**config.mk**
```make
export PLATFORM = sky130hd
export DESIGN_NAME = lcd_score_writer
export DESIGN_NICKNAME = d
export VERILOG_FILES = /design/src/rtl/lcd_score_writer.sv
export SDC_FILE = /design/constraint.sdc
export NUM_CORES = 1
export LEC_CHECK = 0
export ABC_AREA = 1
export CAP_MARGIN = 25
export CORE_UTILIZATION = 45
export CTS_BUF_LIST = sky130_fd_sc_hd__clkbuf_2
export DETAILED_ROUTE_END_ITERATION = 7
export SYNTH_ARGS = -nofsm -noshare
export SYNTH_HDL_FRONTEND = slang
export SYNTH_SLANG_ARGS = --single-unit
```
**constraint.sdc**
```tcl
create_clock -name clk_in -period 2.7 [get_ports clk_in]
set_input_delay 0.54 -clock clk_in [delete_from_list [all_inputs] [get_ports clk_in]]
set_output_delay 0.54 -clock clk_in [all_outputs]
set_load 0.01 [all_outputs]
```
**src/rtl/lcd_score_writer.sv**
```systemverilog
// Purpose: drives an HD44780 character LCD (8-bit, write-only) with power-up, init and score rewrites.
// Latency: POWERUP_CYC to the first byte; each byte costs 1 + EN_PULSE_CYC + wait cycles (ADDR + 3 chars per score).
// Backpressure: none upstream; one-deep pending buffer, a newer score overwrites an unserved one. Optional: LCD_LABEL_EN.
module lcd_score_writer #(
  parameter int POWERUP_CYC  = 750000,
  parameter int EN_PULSE_CYC = 25,
  parameter int CMD_WAIT_CYC = 2500,
  parameter int CLR_WAIT_CYC = 100000
) (
  input  logic        clk_in,
  input  logic        i_rst_n,
  input  logic [23:0] placar_in,
  input  logic        en_placar,
  output logic [7:0]  lcd_data,
  output logic        lcd_rs,
  output logic        lcd_rw,
  output logic        lcd_en,
  output logic        busy,
  output logic        init_done
);

  localparam int MAX_CYC = (POWERUP_CYC > CLR_WAIT_CYC) ? POWERUP_CYC : CLR_WAIT_CYC;
  localparam int CNT_W   = $clog2(MAX_CYC) + 1;

  localparam logic [CNT_W-1:0] CNT_ONE  = CNT_W'(1);
  localparam logic [CNT_W-1:0] PWR_LAST = CNT_W'(POWERUP_CYC - 1);
  localparam logic [CNT_W-1:0] EN_LAST  = CNT_W'(EN_PULSE_CYC - 1);
  localparam logic [CNT_W-1:0] CMD_LAST = CNT_W'(CMD_WAIT_CYC - 1);
  localparam logic [CNT_W-1:0] CLR_LAST = CNT_W'(CLR_WAIT_CYC - 1);

`ifdef LCD_LABEL_EN
  localparam logic [3:0] INIT_LAST = 4'd11;
  localparam logic [7:0] ADDR_BYTE = 8'h87;
`else
  localparam logic [3:0] INIT_LAST = 4'd3;
  localparam logic [7:0] ADDR_BYTE = 8'h80;
`endif

  typedef enum logic [2:0] {
    S_PWRUP, S_INIT, S_IDLE, S_ADDR, S_CHAR0, S_CHAR1, S_CHAR2
  } state_t;

  typedef enum logic [1:0] {PH_SETUP, PH_PULSE, PH_WAIT} phase_t;

  // Init byte table as {rs, data}; the label tail only exists when enabled.
  function automatic logic [8:0] init_byte(input logic [3:0] idx);
    logic [8:0] b;
    case (idx)
      4'd0:    b = 9'h038;
      4'd1:    b = 9'h00C;
      4'd2:    b = 9'h006;
      4'd3:    b = 9'h001;
`ifdef LCD_LABEL_EN
      4'd4:    b = 9'h080;
      4'd5:    b = 9'h150;
      4'd6:    b = 9'h14C;
      4'd7:    b = 9'h141;
      4'd8:    b = 9'h143;
      4'd9:    b = 9'h141;
      4'd10:   b = 9'h152;
      4'd11:   b = 9'h120;
`endif
      default: b = 9'h000;
    endcase
    return b;
  endfunction

  state_t           state_q, state_d;
  phase_t           phase_q, phase_d;
  logic [CNT_W-1:0] cnt_q, cnt_d;
  logic [3:0]       idx_q, idx_d;
  logic [7:0]       data_q, data_d;
  logic             rs_q, rs_d;
  logic             en_q, en_d;
  logic             init_done_q, init_done_d;
  logic             en_prev_q, en_prev_d;
  logic             pend_q, pend_d;
  logic [23:0]      pbuf_q, pbuf_d;
  logic [23:0]      act_q, act_d;

  logic             req;
  logic             take_pend;
  logic             take_req;
  logic             byte_done;
  logic [CNT_W-1:0] wait_last;

  // Next-state: request capture, power-up count, byte engine and sequencing.
  always_comb begin
    state_d     = state_q;
    phase_d     = phase_q;
    cnt_d       = cnt_q;
    idx_d       = idx_q;
    data_d      = data_q;
    rs_d        = rs_q;
    init_done_d = init_done_q;
    pend_d      = pend_q;
    pbuf_d      = pbuf_q;
    act_d       = act_q;
    byte_done   = 1'b0;

    // The upstream word settles after the strobe rises, so it is taken on the falling edge.
    en_prev_d = en_placar;
    req       = en_prev_q & ~en_placar;
    take_pend = (state_q == S_IDLE) & init_done_q & pend_q;
    // An idle writer with nothing buffered starts straight from the live word,
    // so busy rises on the same cycle IDLE is left.
    take_req  = (state_q == S_IDLE) & init_done_q & ~pend_q & req;

    if (take_pend) begin
      pend_d = 1'b0;
    end
    if (req && !take_req) begin
      pend_d = 1'b1;
      pbuf_d = placar_in;
    end

    wait_last = (!rs_q && data_q == 8'h01) ? CLR_LAST : CMD_LAST;

    case (state_q)
      S_PWRUP: begin
        if (cnt_q == PWR_LAST) begin
          state_d        = S_INIT;
          phase_d        = PH_SETUP;
          cnt_d          = '0;
          idx_d          = 4'd0;
          {rs_d, data_d} = init_byte(4'd0);
        end else begin
          cnt_d = cnt_q + CNT_ONE;
        end
      end
      S_IDLE: begin
        if (take_pend || take_req) begin
          act_d   = take_pend ? pbuf_q : placar_in;
          state_d = S_ADDR;
          phase_d = PH_SETUP;
          cnt_d   = '0;
          rs_d    = 1'b0;
          data_d  = ADDR_BYTE;
        end
      end
      default: begin
        case (phase_q)
          PH_SETUP: begin
            phase_d = PH_PULSE;
            cnt_d   = '0;
          end
          PH_PULSE: begin
            if (cnt_q == EN_LAST) begin
              phase_d = PH_WAIT;
              cnt_d   = '0;
            end else begin
              cnt_d = cnt_q + CNT_ONE;
            end
          end
          PH_WAIT: begin
            if (cnt_q == wait_last) begin
              byte_done = 1'b1;
            end else begin
              cnt_d = cnt_q + CNT_ONE;
            end
          end
          default: phase_d = PH_SETUP;
        endcase

        if (byte_done) begin
          phase_d = PH_SETUP;
          cnt_d   = '0;
          case (state_q)
            S_INIT: begin
              if (idx_q == INIT_LAST) begin
                state_d     = S_IDLE;
                init_done_d = 1'b1;
              end else begin
                idx_d          = idx_q + 4'd1;
                {rs_d, data_d} = init_byte(idx_q + 4'd1);
              end
            end
            S_ADDR: begin
              state_d = S_CHAR0;
              rs_d    = 1'b1;
              data_d  = act_q[23:16];
            end
            S_CHAR0: begin
              state_d = S_CHAR1;
              rs_d    = 1'b1;
              data_d  = act_q[15:8];
            end
            S_CHAR1: begin
              state_d = S_CHAR2;
              rs_d    = 1'b1;
              data_d  = act_q[7:0];
            end
            default: state_d = S_IDLE;
          endcase
        end
      end
    endcase

    en_d = (phase_d == PH_PULSE);
  end

  // State register with synchronous active-low reset; reset mid-byte drops lcd_en next edge.
  always_ff @(posedge clk_in) begin
    if (!i_rst_n) begin
      state_q     <= S_PWRUP;
      phase_q     <= PH_SETUP;
      cnt_q       <= '0;
      idx_q       <= 4'd0;
      data_q      <= 8'h00;
      rs_q        <= 1'b0;
      en_q        <= 1'b0;
      init_done_q <= 1'b0;
      en_prev_q   <= 1'b0;
      pend_q      <= 1'b0;
      pbuf_q      <= 24'h0;
      act_q       <= 24'h0;
    end else begin
      state_q     <= state_d;
      phase_q     <= phase_d;
      cnt_q       <= cnt_d;
      idx_q       <= idx_d;
      data_q      <= data_d;
      rs_q        <= rs_d;
      en_q        <= en_d;
      init_done_q <= init_done_d;
      en_prev_q   <= en_prev_d;
      pend_q      <= pend_d;
      pbuf_q      <= pbuf_d;
      act_q       <= act_d;
    end
  end

  assign lcd_data  = data_q;
  assign lcd_rs    = rs_q;
  assign lcd_rw    = 1'b0;
  assign lcd_en    = en_q;
  assign init_done = init_done_q;
  assign busy      = ~((state_q == S_IDLE) & ~pend_q);

endmodule

```
======== Word level (Yosys, flattened, before mapping) ========
Cells that the tools add are included.
operators by class
  add/sub/neg operators ................... 2
  equality and inequality tests ........... 22
  multiplexer cells ....................... 44
  bitwise gates (word level) .............. 11
  reduce and logical (&&, ||, !) cells .... 24
operators by type and width
  operator               count
  $mux 21                5
  $pmux 21 s3            1
  $pmux 21 s2            1
  $mux 8                 4
  $pmux 8 s4             1
  $mux 24                1
  $pmux 6 s4             1
  $add 21x1->21 const B  1
  $eq 21x17->1           1
  $eq 21x20->1 const B   1
  $eq 21x5->1 const B    1
  $mux 17                1
  $mux 4                 4
  $pmux 8 s2             1
  $reduce_and 5->1       3
  $eq 4x2->1 const B     3
  $mux 3                 4
  $pmux 3 s4             1
  $reduce_bool 6->1      2
  $mux 1                 9
  $eq 8x1->1 const B     1
  $mux 2                 4
  $ne 4x3->1 const B     2
  $pmux 4 s2             1
  30 further kinds       49
storage, ports and cells
  flip-flop bits (word level) ............. 91
  input bits .............................. 27
  output and inout bits ................... 13
  word-level logic and storage cells ...... 115

======== Logic depth before layout (Yosys ltp) ========
  depth in word-level cells ............... 10
  depth in mapped cells ................... 13
  depth with buffers taken out ............ 13

======== Worst setup path after synthesis ========
No wires, ideal clock.
  path kind ............................... register to register
  from .................................... reg phase_q[0]
  to ...................................... reg cnt_q[11]
  library setup time ...................... 0.117 ns
  arrival ................................. 1.601 ns
  data required time ...................... 2.583 ns
  path slack .............................. 0.982 ns
  stages on the path, launching flop included .. 12
  path buffers ............................ 1
  period minus slack after synthesis ...... 1.718 ns
  cell sequence ........................... dfxtp_1 inv_1 ha_1 nand2_1 nor3_1 and3_1 nand3_2 nand3_1 nand3_1 nand2_2 buf_4 nor2_1
between the ends
  longest elaborated chain between the ends .. 5
  elaborated cells on any way between the ends .. 11
  those cells by class .................... 3 x eq/ne; 5 x mux; 3 x reduce/logical
ends and longest elaborated chain
  element                                                    RTL line  RTL
  start: declaration                                         69        phase_t phase_q, phase_d;
  start signal: assignment                                   219       phase_q <= phase_d;
  $eq 2x2->1                                                 142       case (phase_q)
  $mux 1                                                     142
  $mux 1                                                     119       case (state_q)
  $ne 5x5->1 (no line) (tied with other cells)               n/a
  $reduce_and 3->1 (no line) or $pmux 21 s2 (tied branches)  n/a
  end signal: assignment                                     220       cnt_q <= cnt_d;
  end: declaration                                           70        logic [CNT_W-1:0] cnt_q, cnt_d;
Parallel ways exist; a longest one is shown, timed or not. The select of a mux whose other input is x is not followed.
A chain may end at the register's enable or synchronous reset.

======== Worst setup path after layout ========
  from .................................... reg state_q[0]
  to ...................................... out busy
between the ends
  longest elaborated chain between the ends .. 3
ends and longest elaborated chain
  element                   RTL line  RTL
  start: declaration        68        state_t state_q, state_d;
  start signal: assignment  218       state_q <= state_d;
  $eq 3x2->1                238       assign busy = ~((state_q == S_IDLE) & ~pend_q);
  $and 1x1->1               238
  $not 1->1                 238
  end: declaration          18        output logic busy,
No other way between the ends.

==> reports/results.txt <==
Run status: finished, final reports clean
Cell Area, Synth: 4630 um^2
Initial detailed-routing violation count: 173
Yosys top cell by area: dfxtp_1
Reg clk slew, reported paths: 0.25 ns
Share of cells above drive strength 1: 6.35%
Cells after DPL: 810
Synth area leaders: dfxtp_1, nor2_1, nand2_1
Top Layer Used: met4
Leakage power: 1.94 nW
Die H: 103 um
Most common cell in the netlist: nor2_1
Drt total wl: 10.5 mm
Synth unique cells: 34
Largest net degree at the start of global routing: 54
Setup_tns: 0 ns
Core Footprint: 9860 um^2
Setup violations, final: 0
Hold WS: 0.471 ns
Clock latency on the worst-skew pair: 0.56 ns
Fill count: 998
Area grow syn2layout: 12.1%
Element type at the critical path end: output pin
Required @ worst endpoint: 2.16 ns
Row cnt: 36
Synth Warn #: 0
M1 wire length: 5.28 mm
Clock buffer depth: 2
Min-Delay Path Class: flop to flop
Clock Skew: 0.0237 ns
Root buf cell: clkbuf_2
Crit start category: flop
F_max: 0.399 GHz
Fin crit period: 2.51 ns
First-pass GRT wire length: 17.3 mm
Max-Cap Viols: 0
Die width: 103 um
Worst-path fanout max: 6
Number of detailed-route iterations in the first pass: 5
Initial core utilization: 46.9%
Nets@finish: 726
Pins over their slew limit: 0
RSZ-0062 raised after global routing: false
Dpl hpwl: 7.47 mm
PortBufs: 38
Mux cell area share after synthesis: 0%
Vias: 4,136
Avg Inst Size Synth: 7.01 um^2
Final hold vios: 0
Share of the synthesized area in the top cell type: 39.3%
Inserted Diodes: 0
Drt wl/cell: 12.7 um
Synth Area in Compound Gates: 17.1%
DR WL met3: 411 um
Ys async rst share: 0%
Post-Synth Adder-Cell Area: 2.97%
GRT Overall Usage: 21.1%
Largest family of logic cells by synthesized area: simple AND/OR/NAND/NOR gates
GR Overflow Total: 0
Register bit count reported by yosys: 91
Ys flop type: dfxtp_1
CTS tree: done
DRC viols: 0
Post-synth top cells: nor2_1, nand2_1, dfxtp_1, inv_1, o21ai_0
Final period util: 92.9%
Final core occ: 52.6%
Number of synthesized flops with an enable pin: 0
Hold_buf cts: 0
Routability cong.: 0.828
CP arrival: 1.97 ns
Num ports: 40
Syn_nets: 699
Antenna Nets Post-Route: 0
Post-Synth XOR/XNOR Area: 3.22%
Vias in the first global route: 3,654
Avg Vias per Cell: 5.01
Initial antenna violation count: 0
Layout Cells excl Fill: 826
CTS H-Tree Depth: 3
WS Path Type: flop to output pin
TritonCTS Buffers: 9
Clk sinks: 91
Die area: 10,700 um^2
Power per cell area: 563 nW/um^2
Sequential area share after synthesis: 39.3%
Worst slew margin: 53.7%
Slew @ Worst Pin: 0.694 ns
Post-Synth Simple-Gate Area: 27.2%
Mapped Cells: 661
Met2 Wirelength: 4.68 mm
Peak VDD IR: 0.000283 V
## power breakdown
group          internal [mW]  total (mW)  switching (mW)  leakage [nW]
logic                  0.273       0.712           0.439          1.14
registers               1.44        1.51          0.0741         0.739
clock network          0.210       0.702           0.492        0.0657
total                   1.92        2.92            1.00          1.94
## final timing paths
check / to / slack [ns] / start / cells past startpoint
setup / recovery: busy / 0.19 / state_q[0] / 5
setup reg to reg: lcd_data[1] / 0.57 / phase_q[0] / 12
hold reg to reg: pbuf_q[16] / 0.47 / pbuf_q[16] / 2
hold / removal: pbuf_q[16] / 0.47 / pbuf_q[16] / 2
## cells by family after synthesis
kind of cell    Yosys count
other cells               1
fa+ha+maj                11
compound gates          136
buf+inv                 114
simple gates            291
xor+xnor                 17
flops                    91
## area by class of cell
type,instances,area [um^2],area share (%)
flip-flops and latches,91,1820,35.2
clock inverters,7,67.6,1.30
inverters,87,327,6.29
multi-input cells,456,2340,45.1
repair buffers,43,418,8.05
well taps,133,166,3.21
clock buffers,9,45.0,0.868
## flip-flops by register name (all words and copies together), names as in the netlist, 2 cells and up
register  cells
cnt_q        21
act_q        24
state_q       3
lcd_data      8
idx_q         4
pbuf_q       24
phase_q       2
## cells in the final DEF (no fill, tap or decap), types with 12 or more instances in the layout
| cell type | count |
|---|---|
| nand3_1 | 32 |
| nand2_1 | 97 |
| a21oi_1 | 41 |
| o21ai_0 | 52 |
| nor2_1 | 125 |
| a211oi_1 | 32 |
| xor2_1 | 14 |
| dfxtp_1 | 89 |
| nand4_1 | 12 |
| clkdlybuf4s50_1 | 38 |
| inv_1 | 84 |
## through the flow
stage / total power [mW] / setup slack, ns / instance area, um^2
2_1_floorplan: 2.04 / 0.982 / 4630
3_3_place_gp: 2.23 / 0.282 / 5070
3_5_place_dp: 2.24 / 0.175 / 5070
4_1_cts: 2.95 / 0.0674 / 5190
5_1_grt: 3.12 / 0.0140 / 5190
6_report: 2.92 / 0.192 / 5190
## repair_timing
item | in CTS | in global routing
endpoints found under the setup margin | 0 | 1
gates resized for setup | 0 | 2
buffers inserted | 0 | 0
## critical path, stage by stage, from the launching register on
cell,delay [ns]
dfxtp_2,0.45
nor2_4,0.07
nand2_2,0.11
inv_1,0.09
nand2_1,0.14
clkdlybuf4s50_1,0.57
## routing by layer
layer / GRT usage [%] / up-vias
met4: 5.53 / 0
met3: 4.84 / 8
met1: 29.2 / 1856
li1: - / 2199
met2: 33.1 / 73
met5: 0 / -
(Power assumes the default switching activity.)
